<file path="config.mk">
export PLATFORM = sky130hd
export DESIGN_NAME = noc_input_port_rx
export DESIGN_NICKNAME = d
export VERILOG_FILES = /design/src/rtl/noc_input_port_rx.sv
export SDC_FILE = /design/constraint.sdc
export NUM_CORES = 1
export LEC_CHECK = 0
export BUFFER_PORTS_ARGS = -buffer_cell sky130_fd_sc_hd__buf_4
export CORE_MARGIN = 5
export CORE_UTILIZATION = 57
export DETAILED_ROUTE_END_ITERATION = 10
export GPL_TIMING_DRIVEN = 0
export PLACE_DENSITY = 0.8
export SLEW_MARGIN = 10
export SYNTH_ARGS = -nofsm -noshare
export SYNTH_HDL_FRONTEND = slang
export SYNTH_SLANG_ARGS = --single-unit
</file>
<file path="constraint.sdc">
create_clock -name clk -period 3.82 [get_ports clk]
set_input_delay 0.764 -clock clk [delete_from_list [all_inputs] [get_ports clk]]
set_output_delay 0.764 -clock clk [all_outputs]
set_load 0.02 [all_outputs]
</file>
<file path="src/rtl/noc_input_port_rx.sv">
// Router input port: RTS/DCTS link receiver, flit FIFO and XY route decode
// producing a held one-hot request toward the five output arbiters.
module noc_input_port_rx #(
    parameter int DATA_WIDTH = 32,
    parameter int DEPTH      = 4,
    parameter int COORD_W    = 4,
    parameter int CUR_X      = 0,
    parameter int CUR_Y      = 0
) (
    input  logic                  clk,
    input  logic                  rst,
    input  logic                  RTS,
    output logic                  DCTS,
    input  logic [DATA_WIDTH-1:0] rx_data,
    input  logic                  grant_n,
    input  logic                  grant_e,
    input  logic                  grant_w,
    input  logic                  grant_s,
    input  logic                  grant_l,
    output logic                  req_n,
    output logic                  req_e,
    output logic                  req_w,
    output logic                  req_s,
    output logic                  req_l,
    output logic [DATA_WIDTH-1:0] head_data,
    output logic                  empty,
    output logic                  full,
    output logic                  err_flit
);

    // state  | meaning
    // IDLE   | waiting for a header flit at the FIFO head
    // ROUTED | request held until the tail flit is popped
    typedef enum logic {IDLE, ROUTED} state_t;

    localparam int             PW      = $clog2(DEPTH);
    localparam logic [PW:0]    DEPTH_C = (PW+1)'(DEPTH);
    localparam logic [2:0]     T_HEAD  = 3'b001;
    localparam logic [2:0]     T_TAIL  = 3'b100;
    localparam logic [COORD_W-1:0] CX  = COORD_W'(CUR_X);
    localparam logic [COORD_W-1:0] CY  = COORD_W'(CUR_Y);

    // request vector bit order: {n, e, w, s, l}
    localparam logic [4:0] R_N = 5'b10000;
    localparam logic [4:0] R_E = 5'b01000;
    localparam logic [4:0] R_W = 5'b00100;
    localparam logic [4:0] R_S = 5'b00010;
    localparam logic [4:0] R_L = 5'b00001;

    logic [DATA_WIDTH-1:0] mem_q [DEPTH];
    logic [PW-1:0]         wr_ptr_q, rd_ptr_q;
    logic [PW:0]           count_q;
    logic                  dcts_q;
    logic [4:0]            req_q, req_d;
    logic                  err_q, err_d;
    state_t                state_q, state_d;

    logic                  push, pop, grant_any, grant_pop, err_pop;
    logic [2:0]            head_type;
    logic [COORD_W-1:0]    dx, dy;

    assign empty     = (count_q == '0);
    assign full      = (count_q == DEPTH_C);
    assign head_data = empty ? '0 : mem_q[rd_ptr_q];
    assign head_type = head_data[DATA_WIDTH-1 -: 3];
    assign dx        = head_data[DATA_WIDTH-4 -: COORD_W];
    assign dy        = head_data[DATA_WIDTH-4-COORD_W -: COORD_W];

    assign grant_any = grant_n | grant_e | grant_w | grant_s | grant_l;
    assign grant_pop = grant_any & ~empty;
    // stray body/tail flits at the head while idle are dropped here
    assign err_pop   = (state_q == IDLE) & ~empty & (head_type != T_HEAD);
    assign pop       = grant_pop | err_pop;
    assign push      = RTS & dcts_q;

    assign DCTS     = dcts_q;
    assign req_n    = req_q[4];
    assign req_e    = req_q[3];
    assign req_w    = req_q[2];
    assign req_s    = req_q[1];
    assign req_l    = req_q[0];
    assign err_flit = err_q;

    always_comb begin
        state_d = state_q;
        req_d   = req_q;
        err_d   = err_q;
        case (state_q)
            IDLE: begin
                if (!empty) begin
                    if (head_type == T_HEAD) begin
                        if (dx > CX)      req_d = R_E;
                        else if (dx < CX) req_d = R_W;
                        else if (dy < CY) req_d = R_N;
                        else if (dy > CY) req_d = R_S;
                        else              req_d = R_L;
                        state_d = ROUTED;
                    end else begin
                        err_d = 1'b1;
                    end
                end
            end
            ROUTED: begin
                if (grant_pop && head_type == T_TAIL) begin
                    req_d   = '0;
                    state_d = IDLE;
                end
            end
            default: state_d = IDLE;
        endcase
    end

    always_ff @(posedge clk) begin
        if (rst) begin
            dcts_q   <= 1'b0;
            wr_ptr_q <= '0;
            rd_ptr_q <= '0;
            count_q  <= '0;
            state_q  <= IDLE;
            req_q    <= '0;
            err_q    <= 1'b0;
        end else begin
            // slot is reserved at decision time, so a granted write never overflows
            dcts_q  <= RTS & ~dcts_q & (count_q < DEPTH_C);
            state_q <= state_d;
            req_q   <= req_d;
            err_q   <= err_d;
            if (push) wr_ptr_q <= wr_ptr_q + PW'(1);
            if (pop)  rd_ptr_q <= rd_ptr_q + PW'(1);
            if (push && !pop)      count_q <= count_q + (PW+1)'(1);
            else if (pop && !push) count_q <= count_q - (PW+1)'(1);
        end
    end

    always_ff @(posedge clk) begin
        if (push) mem_q[wr_ptr_q] <= rx_data;
    end

endmodule

</file>
==> impl_metrics.env, run 1 <==
export IMPL_synthTopCellsByArea="edfxtp_1, mux4_2, dfxtp_1"
export IMPL_irDropWorstVdd_mv=0.466
export IMPL_crit_required_ps=3060
export IMPL_grt_ovfl_total=0
export IMPL_period_share_pct=93.5
export IMPL_finalClockSkew_ps=7.31
export IMPL_pwr_share_clk_pct=31.0
export IMPL_leakage_uw=0.00252
export IMPL_slowest_delay_ps=580
export IMPL_yosysTopAreaCellShare_pct=68.2
export IMPL_synth_ff_type="edfxtp_1"
export IMPL_yosys_warnings=0
export IMPL_vias_per_cell=5.47
export IMPL_worst_skew_pair_late_latency_ps=530
export IMPL_gp_congestion=0.714
export IMPL_die_area_um2=12000
export IMPL_layout_min_cycle_time_ps=3570
export IMPL_die_h_um=109
export IMPL_min_path_type="in2reg"
export IMPL_syn_inst=290
export IMPL_p_per_area_nw_per_um2=705
export IMPL_drt_iter0_drc=211
export IMPL_intPower_uw=3450
export IMPL_crit_type="reg2out"
export IMPL_cts_root_buffer="clkbuf_8"
export IMPL_vias=2943
export IMPL_track_usage_pct=19.0
export IMPL_cp_data_arrival_time_ps=2810
export IMPL_critPathCaptureType="output pin"
export IMPL_cp_num_buf_inv=3
export IMPL_grt_pass1_vias=3043
export IMPL_cts_resized=0
export IMPL_yosys_top_cells_count="edfxtp_1, and2_1, mux4_2"
export IMPL_cts_buffers=17
export IMPL_fin_hold_ws_ps=432
export IMPL_drtAntennaViolNets=0
export IMPL_p_switching_uw=1530
export IMPL_drc_errors=0
export IMPL_rsz0062_at_grt="false"
export IMPL_relSlewSlack_pct=55.5
export IMPL_antenna_found_initial=0
export IMPL_wire_per_inst_um=19.4
export IMPL_p_seq_share_pct=36.5
export IMPL_grt_max_degree=27
export IMPL_setup_viol=0
export IMPL_combPwrFrac_pct=32.5
export IMPL_final_util_pct=72.6
export IMPL_synth_avg_cell_area_um2=19.4
export IMPL_io_pins=81
export IMPL_start_util_pct=57.9
export IMPL_ys_seq_elements=143
export IMPL_place_ws_ps=487
export IMPL_synth_top_cell_by_area="edfxtp_1"
export IMPL_drv_slew=0
export IMPL_setup_ws_ps=248
export IMPL_syn_area_um2=5640
export IMPL_maxCapViolCount=0
export IMPL_path_clk_slew_ps=60
export IMPL_drive_gt1_share_pct=37.0
export IMPL_worst_pin_slew_ps=667
export IMPL_switching_share_pct=30.6
export IMPL_io_buffers=78
export IMPL_synth_most_common_cell="edfxtp_1"
export IMPL_dr_pass1_iters=4
export IMPL_worstHoldStart="rst"
export IMPL_coreArea_um2=9730
export IMPL_final_hold_viol_count=0
export IMPL_yosysSeqAreaShare_pct=73.5
export IMPL_critPathTopFamily="buffers and inverters"
export IMPL_final_nets=438
export IMPL_max_clock_path_buffers=2
export IMPL_rows=36
export IMPL_fillers=589
export IMPL_slowest_stage="buf_1"
export IMPL_grt_pass1_wl_um=16100
export IMPL_synth_distinct_cells=41
export IMPL_worstPathCellList="clkbuf_1 -> buf_1 -> mux4_2 -> and2_1 -> buf_4"
export IMPL_cts_sinks=143
export IMPL_crit_fanout=10
export IMPL_htreeDepth=4
export IMPL_hpwl_um=6480
export IMPL_synthArstFlopShare_pct=0
export IMPL_setup_tns_ps=0
export IMPL_status="complete, no violations"
export IMPL_cts_setup_buffers=0
export IMPL_cts_hold_buf=0
export IMPL_routed_wl_um=10400
export IMPL_cts_tree="yes"
export IMPL_areaGrowthSynthToFinish_pct=25.3
export IMPL_synth_edf_count=128
export IMPL_antenna_cells=0
export IMPL_clock_fmax_ghz=0.280
export IMPL_cp_start_kind="flop"
export IMPL_dieWidth_um=109
[final timing paths]
| path | to | slack (ps) | cells after the start |
|---|---|---|---|
| worst min register to register | err_flit | 490 | 2 |
| worst max-delay path | head_data[11] | 250 | 5 |
| worst max register to register | count_q[2] | 840 | 10 |
| worst min-delay path | wr_ptr_q[1] | 430 | 2 |
[logic make-up after synthesis]
group / share of synthesized area, %
compound gates: 1.64
xor+xnor: 0.777
fa+ha+maj: 1.47
buf+inv: 2.00
flops: 73.5
mux: 13.6
other cells: 0.0665
simple gates: 6.93
[routing by layer]
| metal | global-route usage, % | wire length [µm] |
|---|---|---|
| met1 | 24.2 | 4270 |
| met2 | 30.9 | 5360 |
| met3 | 6.58 | 672 |
| met4 | 5.97 | 129 |
| met5 | 0 | 0 |
[power groups by stage]
stage / sequential, µW / combinational [µW] / clock, µW
finish: 1820 / 1620 / 1540
CTS: 1820 / 1650 / 1570
detailed placement: 1850 / 1630 / 0
global placement: 1850 / 1610 / 0
floorplan: 1850 / 1040 / 0
global route: 1830 / 1740 / 1640
[sequential cells by signal, indices dropped and copies added (netlist names), named ones only]
register and count:
req_q 3, DCTS 1, count_q 3, wr_ptr_q 2, err_flit 1, rd_ptr_q 2
state_q 1, mem_q 128
[layout by cell type, fill, tap and decap left out, types with 5 or more instances in the layout]
master     netlist  final
clkbuf_16        0     16
inv_1            7      7
nor2_1          13     13
ha_1             5      5
mux4_2          25     25
dfxtp_1         15     15
edfxtp_1       128    128
clkbuf_1         6      6
and2_1          32     32
mux4_1           7      7
buf_4            2     80
[area by class of cell]
type / instances / area [µm²] / area share (%)
plain buffers: 14 / 86.3 / 1.22
clock buffers: 17 / 414 / 5.86
clock inverters: 15 / 148 / 2.09
inverters: 7 / 26.3 / 0.372
multi-input cells: 127 / 1390 / 19.7
flip-flops and latches: 143 / 4140 / 58.7
well taps: 133 / 166 / 2.36
repair buffers: 82 / 688 / 9.74
[per-stage QoR]
| step | power, µW | area [µm²] | std cells |
|---|---|---|---|
| 6_report | 4980 | 7060 | 538 |
| 5_1_grt | 5210 | 7060 | 538 |
| 4_1_cts | 5040 | 7060 | 538 |
| 3_5_place_dp | 3480 | 6500 | 506 |
| 3_3_place_gp | 3460 | 6390 | 502 |
| 2_1_floorplan | 2890 | 5640 | 291 |
(Power assumes the default switching activity.)
==> run 2: changes to the inputs <==
Settings changed: REMOVE_ABC_BUFFERS set to 1.
==> impl_metrics.env, run 2 (synthesis results as in run 1) <==
export IMPL_drt_iter0_drc=169
export IMPL_antenna_found_initial=0
export IMPL_met3_length_um=588
export IMPL_wl_met2_um=5530
export IMPL_final_cell_mix="edfxtp_1, buf_4, and2_1, mux4_2, clkbuf_16"
export IMPL_die_area_um2=12000
export IMPL_areaGrowthSynthToFinish_pct=26.0
export IMPL_coreArea_um2=9730
export IMPL_max_clock_path_buffers=2
export IMPL_cts_resized=0
export IMPL_grt_ovfl_total=0
export IMPL_dieWidth_um=109
export IMPL_p_per_area_nw_per_um2=723
export IMPL_drv_slew=0
export IMPL_die_h_um=109
export IMPL_routed_wl_um=10200
export IMPL_worstHoldStart="rx_data[16]"
export IMPL_maxCapViolCount=0
export IMPL_final_util_pct=73.0
export IMPL_status="complete, no violations"
export IMPL_path_clk_slew_ps=60
export IMPL_cp_data_arrival_time_ps=3960
export IMPL_crit_required_ps=4270
export IMPL_vias_per_cell=5.54
export IMPL_antenna_cells=0
export IMPL_layout_min_cycle_time_ps=3510
export IMPL_min_to="mem_q[1][16]"
export IMPL_fin_cells=525
export IMPL_hold_path_depth=1
export IMPL_met1_length_um=4040
export IMPL_cts_sinks=143
export IMPL_final_nets=426
export IMPL_vias=2907
export IMPL_critPathCaptureType="flop"
export IMPL_dr_pass1_iters=5
export IMPL_setup_viol=0
export IMPL_clock_fmax_ghz=0.285
export IMPL_period_share_pct=92.0
export IMPL_htreeDepth=4
export IMPL_drive_gt1_share_pct=37.8
export IMPL_drtAntennaViolNets=0
export IMPL_setup_ws_ps=307
export IMPL_leakage_uw=0.00254
export IMPL_min_path_type="in2reg"
export IMPL_grt_pass1_wl_um=15600
export IMPL_irDropWorstVdd_mv=0.447
export IMPL_cts_hold_buf=0
export IMPL_crit_type="reg2reg"
export IMPL_final_hold_viol_count=0
export IMPL_final_common_cell="edfxtp_1"
export IMPL_drc_errors=0
export IMPL_reg_top3="mem_q: 128 flops, count_q: 3 flops, req_q: 3 flops"
export IMPL_finalClockSkew_ps=6.96
export IMPL_grt_pass1_vias=3004
export IMPL_r2r_slack_ps=310
export IMPL_worst_r2r_cell_count=10
export IMPL_relSlewSlack_pct=24.1
export IMPL_cts_root_buffer="clkbuf_8"
export IMPL_rows=36
export IMPL_gp_congestion=0.673
export IMPL_largest_reg_flops=128
export IMPL_start_util_pct=57.9
export IMPL_io_buffers=78
export IMPL_hpwl_um=6450
export IMPL_io_pins=81
export IMPL_grt_max_degree=38
export IMPL_track_usage_pct=18.4
export IMPL_cts_tree="yes"
export IMPL_largest_register="mem_q"
export IMPL_cts_buffers=17
export IMPL_cts_setup_buffers=0
export IMPL_cp_start_kind="flop"
export IMPL_place_ws_ps=286
export IMPL_dp_cells=494
export IMPL_r2r_end="count_q[2]"
export IMPL_rsz0062_at_grt="false"
export IMPL_routed_top_layer="met4"
export IMPL_worst_pin_slew_ps=1140
export IMPL_crit_fanout=20
export IMPL_wire_per_inst_um=19.5
export IMPL_worst_skew_pair_late_latency_ps=510
==> run 2: cell count changes in the layout (fill, tap and decap cells not counted) <==
cell / change
clkbuf_1: -6
bufinv_16: +3
clkinvlp_4: -3
buf_1: -2
buf_16: +2
buf_2: -2
buf_4: -2
dfxtp_1: -2
dfxtp_2: +2
buf_12: -1
buf_6: -1
clkinv_1: -1
clkinv_2: -1
inv_6: +1
==> run 2: worst max-delay path by stage <==
stage | start | end | slack (ps)
floorplan | flop | count_q[2] | -50
global placement | flop | count_q[2] | -750
detailed placement | flop | count_q[2] | 290
CTS | flop | count_q[2] | 270
global route | flop | count_q[2] | 80
finish | flop | count_q[2] | 310
==> run 2: area by class of cell <==
type                       instances  area, µm²
clock buffer                      17        414
clock inverter                    14        215
fill                             595       2630
inverter                           7       26.3
multi-input combinational        127       1390
sequential                       143       4150
tap                              133        166
timing repair buffer              84        743
==> run 2: stage by stage <==
step	instance area [µm²]	setup TNS [ps]	hold WS, ps	total power (µW)
after global routing	7100	0	418	5370
after global placement	6310	-1350	449	3400
final	7100	0	445	5140
after floorplan	5550	-53.7	435	2830
after CTS	7100	0	419	5190
after detailed placement	6470	0	460	3450
==> run 2: metal layers <==
layer  vias to the layer above  global-route usage (%)
met2                        84                    31.7
met3                        10                    5.81
met4                         0                    7.48
li1                       1326                       -
met5                         -                       0
met1                      1487                    21.4
==> run 2: report_power, final <==
part	total, µW	switching [µW]	internal [µW]
Combinational	1540	792	748
Sequential	1870	92.7	1780
Clock	1730	606	1120
==> run 2: critical path: stages, from the launching register on <==
cell     delay, ps
dfxtp_2        660
buf_12         270
mux4_1         690
or3_1          400
o21ai_2        180
ha_1           210
inv_1           60
fa_1           370
xor2_1         160
or3_1          300
a21oi_1        140
